**src/rtl/ark_pkg.sv**
```systemverilog
// Shared encodings and playfield geometry for the ball engine.
package ark_pkg;

  localparam logic [2:0] ST_INIT  = 3'd0;
  localparam logic [2:0] ST_WAIT  = 3'd1;
  localparam logic [2:0] ST_PLAY  = 3'd2;
  localparam logic [2:0] ST_PAUSE = 3'd3;
  localparam logic [2:0] ST_LOST  = 3'd4;
  localparam logic [2:0] ST_OVER  = 3'd5;
  localparam logic [2:0] ST_CLEAR = 3'd6;

  localparam logic DIR_DEC = 1'b0;
  localparam logic DIR_INC = 1'b1;

  typedef enum logic [1:0] {
    HIT_UP    = 2'b00,
    HIT_RIGHT = 2'b01,
    HIT_DOWN  = 2'b10,
    HIT_LEFT  = 2'b11
  } hit_side_t;

  localparam logic [9:0] LEFT   = 10'd160;
  localparam logic [9:0] TOP    = 10'd0;
  localparam logic [9:0] MAXX   = 10'd320;
  localparam logic [9:0] MAXY   = 10'd480;
  localparam logic [9:0] HOME_X = 10'd320;
  localparam logic [9:0] HOME_Y = 10'd240;

endpackage

```
**src/rtl/axis_stepper.sv**
```systemverilog
// One axis of one ball: fractional step accumulator, coordinate and direction.
module axis_stepper
  import ark_pkg::*;
#(
  parameter int         UNIT    = 16,
  parameter logic [9:0] RST_POS = 10'd320,
  parameter logic       RST_DIR = 1'b1
) (
  input  logic       clock,
  input  logic       reset,
  input  logic       i_en,
  input  logic [2:0] i_speed,
  input  logic       i_load,
  input  logic [9:0] i_load_pos,
  input  logic       i_load_dir,
  input  logic       i_force_inc,
  input  logic       i_force_dec,
  input  logic       i_hit,
  input  logic       i_hit_dir,
  output logic [9:0] o_pos,
  output logic       o_dir
);

  // Wide enough for UNIT+7, so the remainder after a step is never lost.
  localparam int AW = $clog2(UNIT + 8);

  logic [AW-1:0] r_acc;
  logic [9:0]    r_pos;
  logic          r_dir;
  logic [AW-1:0] w_sum;
  logic          w_step;
  logic          w_dir_next;

  // Walls beat hits; the step taken this cycle already uses the new direction.
  always_comb begin
    w_sum  = r_acc + {{(AW-3){1'b0}}, i_speed};
    w_step = (w_sum >= AW'(UNIT));
    if (i_force_inc) begin
      w_dir_next = DIR_INC;
    end else if (i_force_dec) begin
      w_dir_next = DIR_DEC;
    end else if (i_hit) begin
      w_dir_next = i_hit_dir;
    end else begin
      w_dir_next = r_dir;
    end
  end

  always_ff @(posedge clock or posedge reset) begin
    if (reset) begin
      r_acc <= '0;
      r_pos <= RST_POS;
      r_dir <= RST_DIR;
    end else if (i_load) begin
      r_acc <= '0;
      r_pos <= i_load_pos;
      r_dir <= i_load_dir;
    end else if (i_en) begin
      r_dir <= w_dir_next;
      if (w_step) begin
        r_acc <= w_sum - AW'(UNIT);
        r_pos <= (w_dir_next == DIR_INC) ? r_pos + 10'd1 : r_pos - 10'd1;
      end else begin
        r_acc <= w_sum;
      end
    end else begin
      r_acc <= r_acc;
    end
  end

  assign o_pos = r_pos;
  assign o_dir = r_dir;

endmodule

```
**src/rtl/ball_engine.sv**
```systemverilog
// Breakout ball engine: game FSM, lives, multiball and per-ball axis steppers.
module ball_engine
  import ark_pkg::*;
#(
  parameter int BALL_NUM = 4,
  parameter int LIVES    = 3,
  parameter int UNIT     = 2000000,
  parameter int B_RADIUS = 8,
  parameter int PD_H     = 8
) (
  input  logic                    clock,
  input  logic                    reset,
  input  logic                    start,
  input  logic                    pause,
  input  logic                    split,
  input  logic [9:0]              p_x,
  input  logic [9:0]              p_y,
  input  logic [BALL_NUM-1:0]     hit_valid,
  input  logic [2*BALL_NUM-1:0]   hit_dir,
  input  logic [9:0]              blocks_left,
  input  logic [3*BALL_NUM-1:0]   speed,
  output logic [10*BALL_NUM-1:0]  o_bx,
  output logic [10*BALL_NUM-1:0]  o_by,
  output logic [BALL_NUM-1:0]     b_active,
  output logic [2:0]              state,
  output logic [2:0]              lives
);

  localparam logic [9:0] X_LO      = LEFT + 10'(B_RADIUS);
  localparam logic [9:0] X_HI      = LEFT + MAXX - 10'(B_RADIUS);
  localparam logic [9:0] Y_LO      = TOP + 10'(B_RADIUS);
  localparam logic [9:0] Y_HI      = MAXY - 10'(B_RADIUS);
  localparam logic [9:0] TRACK_OFS = 10'(B_RADIUS + PD_H);

  logic [2:0]          r_state;
  logic [2:0]          r_lives;
  logic [BALL_NUM-1:0] r_active;
  logic [2:0]          w_state_next;
  logic [2:0]          w_lives_next;
  logic [BALL_NUM-1:0] w_active_next;
  logic [BALL_NUM-1:0] w_drop;
  logic                w_play;
  logic                w_split_ok;
  logic [9:0]          w_x [BALL_NUM];
  logic [9:0]          w_y [BALL_NUM];
  logic                w_xdir [BALL_NUM];
  logic                w_ydir_unused [BALL_NUM];

  assign w_play     = (r_state == ST_PLAY);
  assign w_split_ok = w_play & split & r_active[0];

  genvar g;
  generate
    for (g = 0; g < BALL_NUM; g++) begin : g_ball
      localparam logic ODD = ((g % 2) == 1);
      logic       w_en;
      logic       w_hit;
      hit_side_t  w_side;
      logic       w_xhit;
      logic       w_yhit;
      logic       w_load;
      logic [9:0] w_lx;
      logic [9:0] w_ly;
      logic       w_ldx;

      assign w_en      = w_play & r_active[g];
      assign w_hit     = w_en & hit_valid[g];
      assign w_side    = hit_side_t'(hit_dir[2*g +: 2]);
      assign w_xhit    = w_hit & ((w_side == HIT_RIGHT) | (w_side == HIT_LEFT));
      assign w_yhit    = w_hit & ((w_side == HIT_UP) | (w_side == HIT_DOWN));
      assign w_drop[g] = w_en & (w_y[g] >= Y_HI);

      // Ball 0 rides the paddle while waiting; the others spawn from ball 0 on split.
      if (g == 0) begin : g_lead
        assign w_load = (r_state == ST_WAIT);
        assign w_lx   = p_x;
        assign w_ly   = p_y - TRACK_OFS;
        assign w_ldx  = DIR_INC;
      end else begin : g_follow
        assign w_load = w_split_ok & ~r_active[g];
        assign w_lx   = w_x[0];
        assign w_ly   = w_y[0];
        assign w_ldx  = w_xdir[0] ^ ODD;
      end

      axis_stepper #(.UNIT(UNIT), .RST_POS(HOME_X), .RST_DIR(DIR_INC)) u_x (
        .clock(clock), .reset(reset), .i_en(w_en), .i_speed(speed[3*g +: 3]),
        .i_load(w_load), .i_load_pos(w_lx), .i_load_dir(w_ldx),
        .i_force_inc(w_x[g] <= X_LO), .i_force_dec(w_x[g] >= X_HI),
        .i_hit(w_xhit), .i_hit_dir(w_side == HIT_RIGHT),
        .o_pos(w_x[g]), .o_dir(w_xdir[g])
      );

      axis_stepper #(.UNIT(UNIT), .RST_POS(HOME_Y), .RST_DIR(DIR_DEC)) u_y (
        .clock(clock), .reset(reset), .i_en(w_en), .i_speed(speed[3*g +: 3]),
        .i_load(w_load), .i_load_pos(w_ly), .i_load_dir(DIR_DEC),
        .i_force_inc(w_y[g] <= Y_LO), .i_force_dec(1'b0),
        .i_hit(w_yhit), .i_hit_dir(w_side == HIT_DOWN),
        .o_pos(w_y[g]), .o_dir(w_ydir_unused[g])
      );

      assign o_bx[10*g +: 10] = w_x[g];
      assign o_by[10*g +: 10] = w_y[g];
    end
  endgenerate

  // Ball activity: launch, bottom drop-out and multiball spawn.
  always_comb begin
    w_active_next = r_active;
    case (r_state)
      ST_WAIT: begin
        w_active_next    = '0;
        w_active_next[0] = start;
      end
      ST_PLAY: begin
        for (int i = 0; i < BALL_NUM; i++) begin
          if (w_drop[i]) begin
            w_active_next[i] = 1'b0;
          end else if (w_split_ok & ~r_active[i]) begin
            w_active_next[i] = 1'b1;
          end else begin
            w_active_next[i] = r_active[i];
          end
        end
      end
      ST_CLEAR: begin
        if (start) begin
          w_active_next = '0;
        end else begin
          w_active_next = r_active;
        end
      end
      default: w_active_next = r_active;
    endcase
  end

  // Game state and lives; a cleared board outranks losing the last ball.
  always_comb begin
    w_state_next = r_state;
    w_lives_next = r_lives;
    case (r_state)
      ST_INIT:  w_state_next = start ? ST_WAIT : ST_INIT;
      ST_WAIT:  w_state_next = start ? ST_PLAY : ST_WAIT;
      ST_PLAY: begin
        if (blocks_left == 10'd0) begin
          w_state_next = ST_CLEAR;
        end else if (w_active_next == '0) begin
          w_state_next = ST_LOST;
        end else if (pause) begin
          w_state_next = ST_PAUSE;
        end else begin
          w_state_next = ST_PLAY;
        end
      end
      ST_PAUSE: w_state_next = pause ? ST_PLAY : ST_PAUSE;
      ST_LOST: begin
        w_lives_next = r_lives - 3'd1;
        w_state_next = (w_lives_next == 3'd0) ? ST_OVER : ST_WAIT;
      end
      ST_OVER: begin
        if (start) begin
          w_state_next = ST_INIT;
          w_lives_next = 3'(LIVES);
        end else begin
          w_state_next = ST_OVER;
        end
      end
      ST_CLEAR: w_state_next = start ? ST_WAIT : ST_CLEAR;
      default:  w_state_next = ST_INIT;
    endcase
  end

  always_ff @(posedge clock or posedge reset) begin
    if (reset) begin
      r_state  <= ST_INIT;
      r_lives  <= 3'(LIVES);
      r_active <= '0;
    end else begin
      r_state  <= w_state_next;
      r_lives  <= w_lives_next;
      r_active <= w_active_next;
    end
  end

  assign state    = r_state;
  assign lives    = r_lives;
  assign b_active = r_active;

endmodule

```
**config.mk**
```make
export PLATFORM = sky130hd
export DESIGN_NAME = ball_engine
export DESIGN_NICKNAME = d
export VERILOG_FILES = /design/src/rtl/ark_pkg.sv /design/src/rtl/axis_stepper.sv /design/src/rtl/ball_engine.sv
export SDC_FILE = /design/constraint.sdc
export NUM_CORES = 1
export LEC_CHECK = 0
export BUFFER_PORTS_ARGS = -buffer_cell sky130_fd_sc_hd__buf_2
export CAP_MARGIN = 20
export CORE_UTILIZATION = 40
export CTS_BUF_LIST = sky130_fd_sc_hd__clkbuf_8
export DETAILED_ROUTE_END_ITERATION = 12
export PLACE_DENSITY = 0.61
export SLEW_MARGIN = 20
export SYNTH_ARGS = -nofsm -noshare
export SYNTH_HDL_FRONTEND = slang
export SYNTH_SLANG_ARGS = --single-unit
```
**constraint.sdc**
```tcl
create_clock -name clock -period 10.5 [get_ports clock]
set_clock_uncertainty 0.05 [all_clocks]
set_input_delay 0.525 -clock clock [delete_from_list [all_inputs] [get_ports clock]]
set_output_delay 0.525 -clock clock [all_outputs]
set_load 0.02 [all_outputs]
```
==> results of run 1 <==
[metrics by stage]
stage	power, mW	instances	area, sq um	util
2_1_floorplan	4.21	2635	22000	-
3_3_place_gp	5.08	3368	23300	0.430
3_5_place_dp	5.15	3368	23300	0.430
4_1_cts	6.39	3472	24500	0.453
5_1_grt	6.87	3472	24500	0.453
6_report	6.38	3472	24500	0.453
[per-layer routing]
layer  vias to the layer above  wire [um]
met5                         -          0
met2                       636      30700
met1                     10400      31400
met3                       108       3760
li1                      10100          -
met4                         0       1940
[cells by family (layout without fill, tap and decap cells)]
group / count (synthesis) / in the layout / synth area share
fa+ha+maj: 116 / 116 / 0.0712
simple gates: 961 / 961 / 0.221
compound gates: 809 / 809 / 0.258
xor+xnor: 202 / 202 / 0.0803
buf+inv: 229 / 370 / 0.0421
flops: 266 / 266 / 0.304
mux: 52 / 52 / 0.0240
[state kept, by name (all words and copies together), names as in the netlist]
signal,count
b_active,4
g_ball.u_x.o_pos,40
g_ball.u_x.r_acc,84
lives,3
state,3
g_ball.u_x.o_dir,4
g_ball.u_y.r_acc,84
g_ball.u_y.o_dir,4
g_ball.u_y.o_pos,40
[power by group]
part | switching, mW | internal [mW]
logic | 1.96 | 1.36
registers | 0.543 | 1.33
clock network | 0.514 | 0.681
[path summary, 6_finish.rpt]
check	endpoint	slack, ns
worst min-delay path	g_ball[3].u_x.r_acc[8]$_DFFE_PP0P_	-0.07
min in group clock	g_ball[0].u_y.o_pos[1]$_DFFE_PP0P_	0.06
worst max-delay path	g_ball[3].u_x.o_pos[9]$_DFFE_PP0P_	5.25
worst min register to register	g_ball[1].u_y.o_dir$_DFFE_PP0P_	0.43
max in group asynchronous	g_ball[2].u_x.r_acc[1]$_DFFE_PP0P_	8.94
worst max register to register	g_ball[3].u_x.o_pos[9]$_DFFE_PP0P_	5.25
[cells in the mapped netlist, types with 31 or more instances]
library cell / count / share of area
a21o_1: 63 / 0.021
a21oi_1: 133 / 0.030
a221o_1: 31 / 0.014
a22o_1: 32 / 0.013
a31oi_1: 52 / 0.015
clkbuf_1: 85 / 0.014
dfrtp_1: 236 / 0.27
ha_1: 99 / 0.056
inv_1: 95 / 0.016
mux2i_1: 45 / 0.020
nand2_1: 249 / 0.042
nand3_1: 94 / 0.021
nand4_1: 59 / 0.017
nor2_1: 222 / 0.038
nor2b_1: 31 / 0.0088
nor3_1: 66 / 0.015
nor4_1: 35 / 0.0099
o21ai_0: 201 / 0.046
or3_1: 32 / 0.0091
xnor2_1: 124 / 0.049
xor2_1: 78 / 0.031
[layout make-up]
class	count	area, sq um
inverters	95	369
multi-input cells	2140	14500
clock inverters	32	248
clock buffers	68	936
repair buffers	175	953
fillers	5265	29600
flip-flops and latches	266	6690
well taps	696	871
[timing repair]
item                                    in CTS  in global routing
hold buffers                                 4                  0
hold endpoints to repair                     4                  0
endpoints found under the setup margin       0                  0
==> summary.md, run 1 <==
| Metric | Value |
|---|---|
| Period utilisation layout | `0.500` |
| Sequential fraction of the synthesis area | `0.304` |
| Leakage | `around 10 nW` |
| Syn-to-layout area delta | `11.3%` |
| Total gr overflow | `0` |
| H-Tree Depth | `2` |
| Final GP Congestion | `between 0.8 and 0.9` |
| Max VDD drop | `just under 0.2 mV` |
| DR WL/cell | `19.5 um` |
| Commonest non-fill, non-tap cell in the layout | `nand2_1` |
| Max_slew headroom | `0.373` |
| Grt met1 use | `0.328` |
| Worst path max stage delay | `0.73 ns` |
| Pwr/cell area | `about 260 mW/mm^2` |
| WP buf/inv | `2` |
| Reg2reg path depth | `18` |
| Post-synthesis cell count | `2,635` |
| Kind of critical path | `reg -> reg` |
| Crit path depth | `18` |
| Residual DRC count | `0` |
| Initial DRC count | `1,709` |
| DP Wirelength | `47,900 um` |
| Mapped Area | `~0.022 sq mm` |
| Die X | `around 240 um` |
| Ports | `149` |
| HP Class | `in -> async` |
| First-pass GRT wire length | `109,000 um` |
| DIE AREA | `between 0.05 and 0.06 sq mm` |
| Fraction of layout cells with a size suffix above 1 | `0.130` |
| Gr usage total | `0.239` |
| Port Buffers | `between 100 and 150` |
| Minimum clock period | `around 5.3 ns` |
| Total CTS buffers | `53` |
| M3 GR Usage | `0.0370` |
| Hold Slack | `-0.0717 ns` |
| Hold Violations, Final | `42` |
| Failing checks | `negative hold slack` |
| Met2 usage | `0.379` |
| Crit-path max FO | `36` |
| Yosys cell types | `between 100 and 150` |
| Number of flops mapped to enable cells by yosys | `0` |
| Number of synthesized register bits | `266` |
| Diode count | `0` |
| Via/cell ratio | `between 6 and 7` |
| Fin nets | `around 2,900` |
| Worst Path Required | `10.98 ns` |
| Worst Max-Slew Pin Slew | `0.938 ns` |
| Worst R2R Start | `state[1]$_DFF_PP0_` |
| Slowest CP cell | `nor3b_1` |
| Post-route setup slack | `5.25 ns` |
| Clock Path Buffers | `3` |
| Largest net degree at the start of global routing | `approximately 140` |
| Number of cell rows | `85` |
| DRT Pass-1 Iters | `7` |
| Core box area | `~0.054 sq mm` |
| Routed Antenna Nets | `0` |
| CP startpoint | `state[1]$_DFF_PP0_` |
| Peak Freq | `between 0.15 and 0.2 GHz` |
| Clk_lat worst skew | `0.68 ns` |
| Avg Inst Size Synth | `~8.4 sq um` |
| Root Buffer | `clkbuf_8` |
| CP delay by family, top | `compound AO/OA/AOI/OAI gates` |
| Post-CTS setup buffers | `0` |
| Crit path capture type | `register` |
| # clock sinks | `266` |
| Status | `finished with violations` |
| Async set-reset flop share out of synthesis | `1.00` |
| Max_cap viols | `0` |
| Initial antenna violation count | `0` |
| Die height | `~240 um` |
| Drt total wl | `67,900 um` |
| Finish-stage setup viols | `0` |
| Highest-count cells in the layout ignoring fill and taps | `nand2_1 (249), dfrtp_1 (236), nor2_1 (218)` |
| WP data arrival | `about 5.7 ns` |
| CP most frequent cell | `a21oi_1` |
| TritonCTS clock tree | `done` |
| Gr busiest metal | `met2` |
| Initial core utilization | `0.407` |
| RSZ-0062 raised after global routing | `false` |
| Max Slew Vio Count | `0` |
| Syn Nets | `~2,800` |
| Reg clk slew, reported paths | `about 0.07 ns` |
| Place WS | `roughly 5.3 ns` |
| Synth Flop Type | `dfrtp_1` |
| Vias | `approximately 21,000` |
| Number of global-route vias before repair | `about 21,000` |
| Critical path, cell by cell | `nor3b_1 > and2_1 > buf_4 > a31oi_1 > a41oi_1 > a21oi_1 > nor2_1 > inv_1 > ha_1 > a21o_1 > a21oi_1 > o21ai_0 > o21ai_0 > nand2b_1 > a21oi_1 > o21a_1 > mux2_2 > a221o_1` |
| Setup tns final | `0 ns` |
| Post-CTS resize count | `0` |
| Yosys warns | `0` |
| CP Launch Type | `register` |
No activity file was read; power rests on OpenSTA's default activity.
==> run 2: changes to the inputs <==
Settings changed: PLACE_DENSITY 0.61 to 0.63.
Clock period 10.5 ns to 4.75 ns, I/O delays scaled along.
==> run 2 against run 1 <==
Compared with the run above:
- die area unchanged
- worst setup slack worse by 5.0 ns
- sequential power up 110%
- critical path depth down 3
- core utilization up 0.58 points
- the flow now finishes without violations
- clock power up 100%
- worst hold slack better by 0.13 ns
- cell count up 1.2%
- sequential cell count unchanged
==> summary.md, run 2 (synthesized netlist as in run 1, its figures left out) <==
| Metric | Value |
|---|---|
| Slowest CP cell | `o211ai_1` |
| Finish-stage setup viols | `0 (unchanged)` |
| Vias | `21,400 (+1.1%)` |
| Clk_lat worst skew | `0.65 ns (-0.03 ns)` |
| Die height | `237 um (unchanged)` |
| Period utilisation layout | `0.941 (+0.441)` |
| HP Class | `in -> reg` |
| Gr usage total | `0.242 (+0.00307)` |
| TritonCTS clock tree | `done` |
| Hold path depth | `5` |
| Clock Path Buffers | `3 (unchanged)` |
| Area occupied by multi-input gates | `0.0145 sq mm (about the same)` |
| CP Launch Type | `register` |
| Initial core utilization | `0.407 (unchanged)` |
| First-pass GRT wire length | `110,000 um (+0.80%)` |
| Core box area | `0.0541 sq mm (unchanged)` |
| Port Buffers | `148 (unchanged)` |
| Number of global-route vias before repair | `20,400 (-0.89%)` |
| Hold EP | `state[2]$_DFF_PP0_` |
| Minimum clock period | `4.47 ns (-0.783 ns)` |
| Kind of critical path | `reg -> reg` |
| Total gr overflow | `0 (unchanged)` |
| Status | `completed` |
| Worst path max stage delay | `0.60 ns (-0.13 ns)` |
| CP most frequent cell | `ha_1` |
| DIE AREA | `0.0560 sq mm (unchanged)` |
| Drt total wl | `68,900 um (+1.6%)` |
| Routed Antenna Nets | `0 (unchanged)` |
| Final GP Congestion | `0.904 (+0.94%)` |
| DR top layer | `met5` |
| Final Instance Area | `0.0248 sq mm (+1.3%)` |
| Peak Freq | `0.224 GHz (+18%)` |
| Reg2Reg Setup Slack | `0.28 ns (-4.97 ns)` |
| Worst R2R Start | `g_ball[1].u_y.r_acc[0]$_DFFE_PP0P_` |
| Biggest regs | `g_ball.u_x.r_acc: 84 flops, g_ball.u_y.r_acc: 84 flops` |
| Critical path, cell by cell | `ha_1 > fa_1 > a21o_1 > nand3_1 > xor2_1 > ha_1 > nand2_1 > a2111oi_1 > a221oi_2 > nor3b_1 > and3_1 > a21oi_2 > o211ai_1 > nor2_1 > a221o_1` |
| Total CTS buffers | `52 (-1.9%)` |
| Number of cell rows | `85 (unchanged)` |
| DR WL/cell | `19.6 um (+0.39%)` |
| Largest net degree at the start of global routing | `135 (-4.3%)` |
| Hold Crit Start | `blocks_left[8]` |
| # clock sinks | `266 (unchanged)` |
| Ports | `149 (unchanged)` |
| Reg2reg end | `g_ball[1].u_y.o_pos[2]$_DFFE_PP0P_` |
| Reg2reg path depth | `15 (-3)` |
| Met2 routed WL | `31,500 um (+2.5%)` |
| Max_slew headroom | `0.348 (-0.0252)` |
| Max_cap viols | `0 (unchanged)` |
| Initial DRC count | `1,584 (-7.3%)` |
| WP data arrival | `4.95 ns (-0.78 ns)` |
| Via/cell ratio | `6.10 (-0.10%)` |
| Post-CTS setup buffers | `0 (unchanged)` |
| DP Wirelength | `48,800 um (+1.8%)` |
| Max VDD drop | `0.258 mV (+30%)` |
| Reg clk slew, reported paths | `0.06 ns (about the same)` |
| Crit path capture type | `register` |
| H-Tree Depth | `2 (unchanged)` |
| Root Buffer | `clkbuf_8` |
| Commonest non-fill, non-tap cell in the layout | `nand2_1` |
| Die X | `237 um (unchanged)` |
| Syn-to-layout area delta | `12.7%` |
| Highest-count cells in the layout ignoring fill and taps | `nand2_1 (249), dfrtp_1 (236), nor2_1 (218)` |
| Final Util | `0.459 (+0.00578)` |
| Hold Violations, Final | `0 (-100%)` |
| DRT Pass-1 Iters | `6 (-1)` |
| Worst Max-Slew Pin Slew | `0.975 ns (+0.0378 ns)` |
| Initial antenna violation count | `4 (+4)` |
| Fin nets | `2,950 (+1.5%)` |
| Register Area | `0.00669 sq mm (unchanged)` |
| Residual DRC count | `0 (unchanged)` |
| Pwr/cell area | `564 mW/mm^2 (+120%)` |
| Routed length on met1 | `31,100 um (-1.0%)` |
| Worst Path Required | `5.23 ns (-5.75 ns)` |
| Crit-path max FO | `7 (-81%)` |
| DP Area | `0.0235 sq mm (+0.74%)` |
| Fraction of layout cells with a size suffix above 1 | `0.135 (+0.00454)` |
| Max Slew Vio Count | `0 (unchanged)` |
| Met3 routed wirelength | `4590 um (+22%)` |
| Filler instances | `5,250 (-0.28%)` |
| Leakage | `10.6 nW (+1.5%)` |
run 2: area by class of cell:
cell class	instances	area share
diodes	1	0.000101
clock buffers	64	0.0355
clock inverters	30	0.00715
inverters	95	0.0145
multi-input cells	2140	0.583
flip-flops and latches	266	0.269
well taps	696	0.0351
repair buffers	221	0.0557
run 2: how the worst max path moves through the flow:
stage / cells past startpoint / endpoint / startpoint
floorplan: 19 / g_ball[3].u_x.o_pos[9]$_DFFE_PP0P_ / state[1]$_DFF_PP0_
global placement: 15 / g_ball[1].u_y.o_pos[2]$_DFFE_PP0P_ / speed[5]
detailed placement: 14 / g_ball[1].u_y.r_acc[15]$_DFFE_PP0P_ / g_ball[1].u_y.r_acc[2]$_DFFE_PP0P_
CTS: 14 / g_ball[1].u_y.o_pos[2]$_DFFE_PP0P_ / g_ball[1].u_y.r_acc[2]$_DFFE_PP0P_
global route: 15 / g_ball[1].u_y.r_acc[15]$_DFFE_PP0P_ / g_ball[1].u_y.r_acc[0]$_DFFE_PP0P_
finish: 15 / g_ball[1].u_y.o_pos[2]$_DFFE_PP0P_ / g_ball[1].u_y.r_acc[0]$_DFFE_PP0P_
run 2: stage by stage:
step	hold WS (ns)	worst slack, ns	cells	setup TNS (ns)	total power [mW]
2_1_floorplan	0.243	0.284	2635	0	9.30
3_3_place_gp	0.200	0.428	3389	0	11.2
3_5_place_dp	0.204	0.293	3389	0	11.5
4_1_cts	0.0176	0.300	3511	0	14.0
5_1_grt	0.0428	-0.0129	3513	-0.0129	15.1
6_report	0.0551	0.281	3513	0	14.0
run 2: worst max-delay path, delay by kind of cell (launching register included):
kind,cells,cell delay [ns]
xor+xnor,1,0.25
flops,1,0.38
simple gates,5,0.95
fa+ha+maj,3,0.91
compound gates,6,1.80
run 2: what timing repair did:
| item | CTS | global route |
|---|---|---|
| resized for setup | 0 | 3 |
| endpoints found under the hold margin | 45 | 0 |
| setup endpoints to repair | 0 | 10 |
| hold buffers | 28 | 0 |
run 2: metal layers:
| layer | vias to the layer above | global-route usage |
|---|---|---|
| li1 | 10200 | - |
| met1 | 10500 | 0.325 |
| met2 | 653 | 0.387 |
| met3 | 120 | 0.0518 |
| met4 | 6 | 0.0740 |
| met5 | - | 0 |
run 2: report_power, final:
group          total [mW]  switching [mW]  internal, mW
clock network        2.43            1.11          1.32
registers            4.04            1.09          2.95
logic                7.54            4.46          3.07
==> run 3: changes to the inputs <==
Settings changed: PLACE_DENSITY 0.63 to 0.59.
==> run 3 against run 2 <==
Compared with the run above:
- clock-buffer cell count grew 10
- worst setup slack improved by 0.095 ns
- cell count grew 0.54%
- register-to-register slack improved by 0.09 ns
- total power is 1.2% higher
- non-clock buffer count is 10 higher
==> summary.md, run 3 (synthesized netlist as in run 1, its figures left out) <==
| Metric | Value |
|---|---|
| Crit-path max FO | `9 (+2)` |
| Slowest CP cell | `a21oi_1` |
| Combinational Power Share | `0.538 (about the same)` |
| Worst path max stage delay | `0.55 ns (-0.05 ns)` |
| Minimum clock period | `4.37 ns (-0.0945 ns)` |
| Max_slew headroom | `0.392 (+0.0442)` |
| CP delay by family, top | `compound AO/OA/AOI/OAI gates` |
| Post-route setup slack | `0.376 ns (+0.0945 ns)` |
| Fin nets | `2,963 (+0.44%)` |
| Max_cap viols | `0 (unchanged)` |
| Number of cell rows | `85 (unchanged)` |
| Pwr/cell area | `566 mW/mm^2 (+0.46%)` |
| DRT Pass-1 Iters | `6 (unchanged)` |
| Cell Count, Final, Fillers Out | `3,532 (+0.54%)` |
| Port Buffers | `148 (unchanged)` |
| Ports | `149 (unchanged)` |
| Max VDD drop | `0.490 mV (+90%)` |
| Kind of critical path | `reg -> reg` |
| DR WL/cell | `19.5 um (-0.77%)` |
| Total gr overflow | `0 (unchanged)` |
| Peak Freq | `0.229 GHz (+2.2%)` |
| Initial antenna violation count | `3 (-1)` |
| WP data arrival | `4.90 ns (-0.05 ns)` |
| HP Class | `in -> reg` |
| Crit path capture type | `register` |
| H-Tree Depth | `2 (unchanged)` |
| Final GP Congestion | `0.927 (+2.5%)` |
| Root Buffer | `clkbuf_8` |
| Worst Path Required | `5.28 ns (+0.05 ns)` |
| Residual DRC count | `0 (unchanged)` |
| Reg2Reg Setup Slack | `0.38 ns (+0.09 ns)` |
| DP Wirelength | `48,900 um (+0.16%)` |
| Setup tns final | `0 ns (unchanged)` |
| Status | `completed` |
| Fraction of layout cells with a size suffix above 1 | `0.139 (+0.00403)` |
| Final Instance Area | `0.0250 sq mm (+0.70%)` |
| Clock Path Buffers | `3 (unchanged)` |
| Vias | `21,300 (-0.62%)` |
| Placed cells | `3,397 (+0.24%)` |
| Number of global-route vias before repair | `20,400 (+0.039%)` |
| CP most frequent cell | `nand2_1` |
| Clock share of power | `0.180 (+0.007)` |
| Leakage | `10.7 nW (+1.0%)` |
| Syn-to-layout area delta | `13.5%` |
| Initial core utilization | `0.407 (unchanged)` |
| P_sw | `6.68 mW (+0.27%)` |
| Place WS | `0.280 ns (-0.0128 ns)` |
| Die height | `237 um (unchanged)` |
| CP Launch Type | `register` |
| Total power | `14.2 mW (+1.2%)` |
| Sequential share of power | `0.282 (-0.006)` |
| Period utilisation layout | `0.921 (-0.0199)` |
| Clk_lat worst skew | `0.66 ns (about the same)` |
| Max Slew Vio Count | `0 (unchanged)` |
| TritonCTS clock tree | `done` |
| Die X | `237 um (unchanged)` |
| Finish-stage setup viols | `0 (unchanged)` |
| WP buf/inv | `1 (+1)` |
| First-pass GRT wire length | `111,000 um (+0.22%)` |
| DIE AREA | `0.0560 sq mm (unchanged)` |
| Switching Share | `0.472 (-0.00417)` |
| Routed Antenna Nets | `0 (unchanged)` |
| Drt total wl | `68,800 um (-0.23%)` |
| Hold Violations, Final | `0 (unchanged)` |
| Critical path, cell by cell | `ha_1 > fa_1 > a21oi_1 > nor2_1 > nand2_1 > xor2_1 > ha_1 > nand2_1 > a2111oi_0 > a221oi_1 > nor2_1 > o2111ai_2 > nand2_1 > buf_4 > xnor2_1 > or3_1 > o21ai_0` |
| # clock sinks | `266 (unchanged)` |
| Via/cell ratio | `6.03 (-1.2%)` |
| Reg clk slew, reported paths | `0.06 ns (about the same)` |
| DP Area | `0.0235 sq mm (+0.29%)` |
| Hold Slack | `0.0496 ns (-0.00549 ns)` |
| Gr usage total | `0.242 (+0.000558)` |
| Final Util | `0.462 (+0.00321)` |
| Total CTS buffers | `55 (+5.8%)` |
| Biggest regs | `g_ball.u_x.r_acc: 84 flops, g_ball.u_y.r_acc: 84 flops` |
| Highest-count cells in the layout ignoring fill and taps | `nand2_1 (249), dfrtp_1 (236), nor2_1 (217)` |
| Largest net degree at the start of global routing | `126 (-6.7%)` |
| Pint | `7.48 mW (+2.0%)` |
| Worst Max-Slew Pin Slew | `0.899 ns (-0.0766 ns)` |
| Initial DRC count | `1,747 (+10%)` |
| Commonest non-fill, non-tap cell in the layout | `nand2_1` |
| RSZ-0062 raised after global routing | `false` |
| Core box area | `0.0541 sq mm (unchanged)` |
[run 3: final cells by class]
class,instances,area [sq um]
Multi-Input combinational cell,2140,14500
Sequential cell,266,6690
Tap cell,696,871
Clock buffer,74,1020
Fill cell,5273,29100
Antenna cell,1,2.50
Timing Repair Buffer,231,1460
Inverter,95,360
Clock inverter,29,143
[run 3: final timing paths]
path	start	cells after the start	endpoint
worst max-delay path	g_ball[3].u_x.r_acc[0]$_DFFE_PP0P_	17	g_ball[3].u_x.r_acc[7]$_DFFE_PP0P_
worst min-delay path	speed[10]	3	g_ball[3].u_y.r_acc[1]$_DFFE_PP0P_
worst max register to register	g_ball[3].u_x.r_acc[0]$_DFFE_PP0P_	17	g_ball[3].u_x.r_acc[7]$_DFFE_PP0P_
worst min register to register	g_ball[0].u_y.r_acc[20]$_DFFE_PP0P_	1	g_ball[0].u_y.r_acc[20]$_DFFE_PP0P_
max in group asynchronous	reset	4	g_ball[1].u_x.r_acc[6]$_DFFE_PP0P_
min in group asynchronous	reset	3	g_ball[3].u_x.r_acc[14]$_DFFE_PP0P_
[run 3: what timing repair did]
item | CTS | global route
resized for setup | 0 | 3
hold buffers | 29 | 0
setup endpoints to repair | 0 | 9
hold endpoints to repair | 53 | 0
setup buffers | 0 | 2
[run 3: power groups by stage]
| stage | registers, mW | logic, mW | clock network, mW |
|---|---|---|---|
| 5_1_grt | 4.08 | 8.41 | 2.73 |
| 3_3_place_gp | 3.97 | 7.38 | 0 |
| 2_1_floorplan | 3.94 | 5.36 | 0 |
| 4_1_cts | 3.96 | 7.58 | 2.64 |
| 3_5_place_dp | 3.99 | 7.52 | 0 |
| 6_report | 3.99 | 7.62 | 2.55 |
[run 3: worst register-to-register path: stages, from the launching register on]
cell       delay [ns]
dfrtp_1          0.37
ha_1             0.21
fa_1             0.42
a21oi_1          0.55
nor2_1           0.13
nand2_1          0.11
xor2_1           0.19
ha_1             0.21
nand2_1          0.06
a2111oi_0        0.45
a221oi_1         0.17
nor2_1           0.19
o2111ai_2        0.17
nand2_1          0.32
buf_4            0.22
xnor2_1          0.09
or3_1            0.30
o21ai_0          0.08
[run 3: layer usage]
metal,share of wire,global-route usage,vias up
met5,0.00041,0,-
met4,0.034,0.0941,4
met3,0.060,0.0392,126
met2,0.45,0.387,613
met1,0.46,0.327,10400
li1,-,-,10200
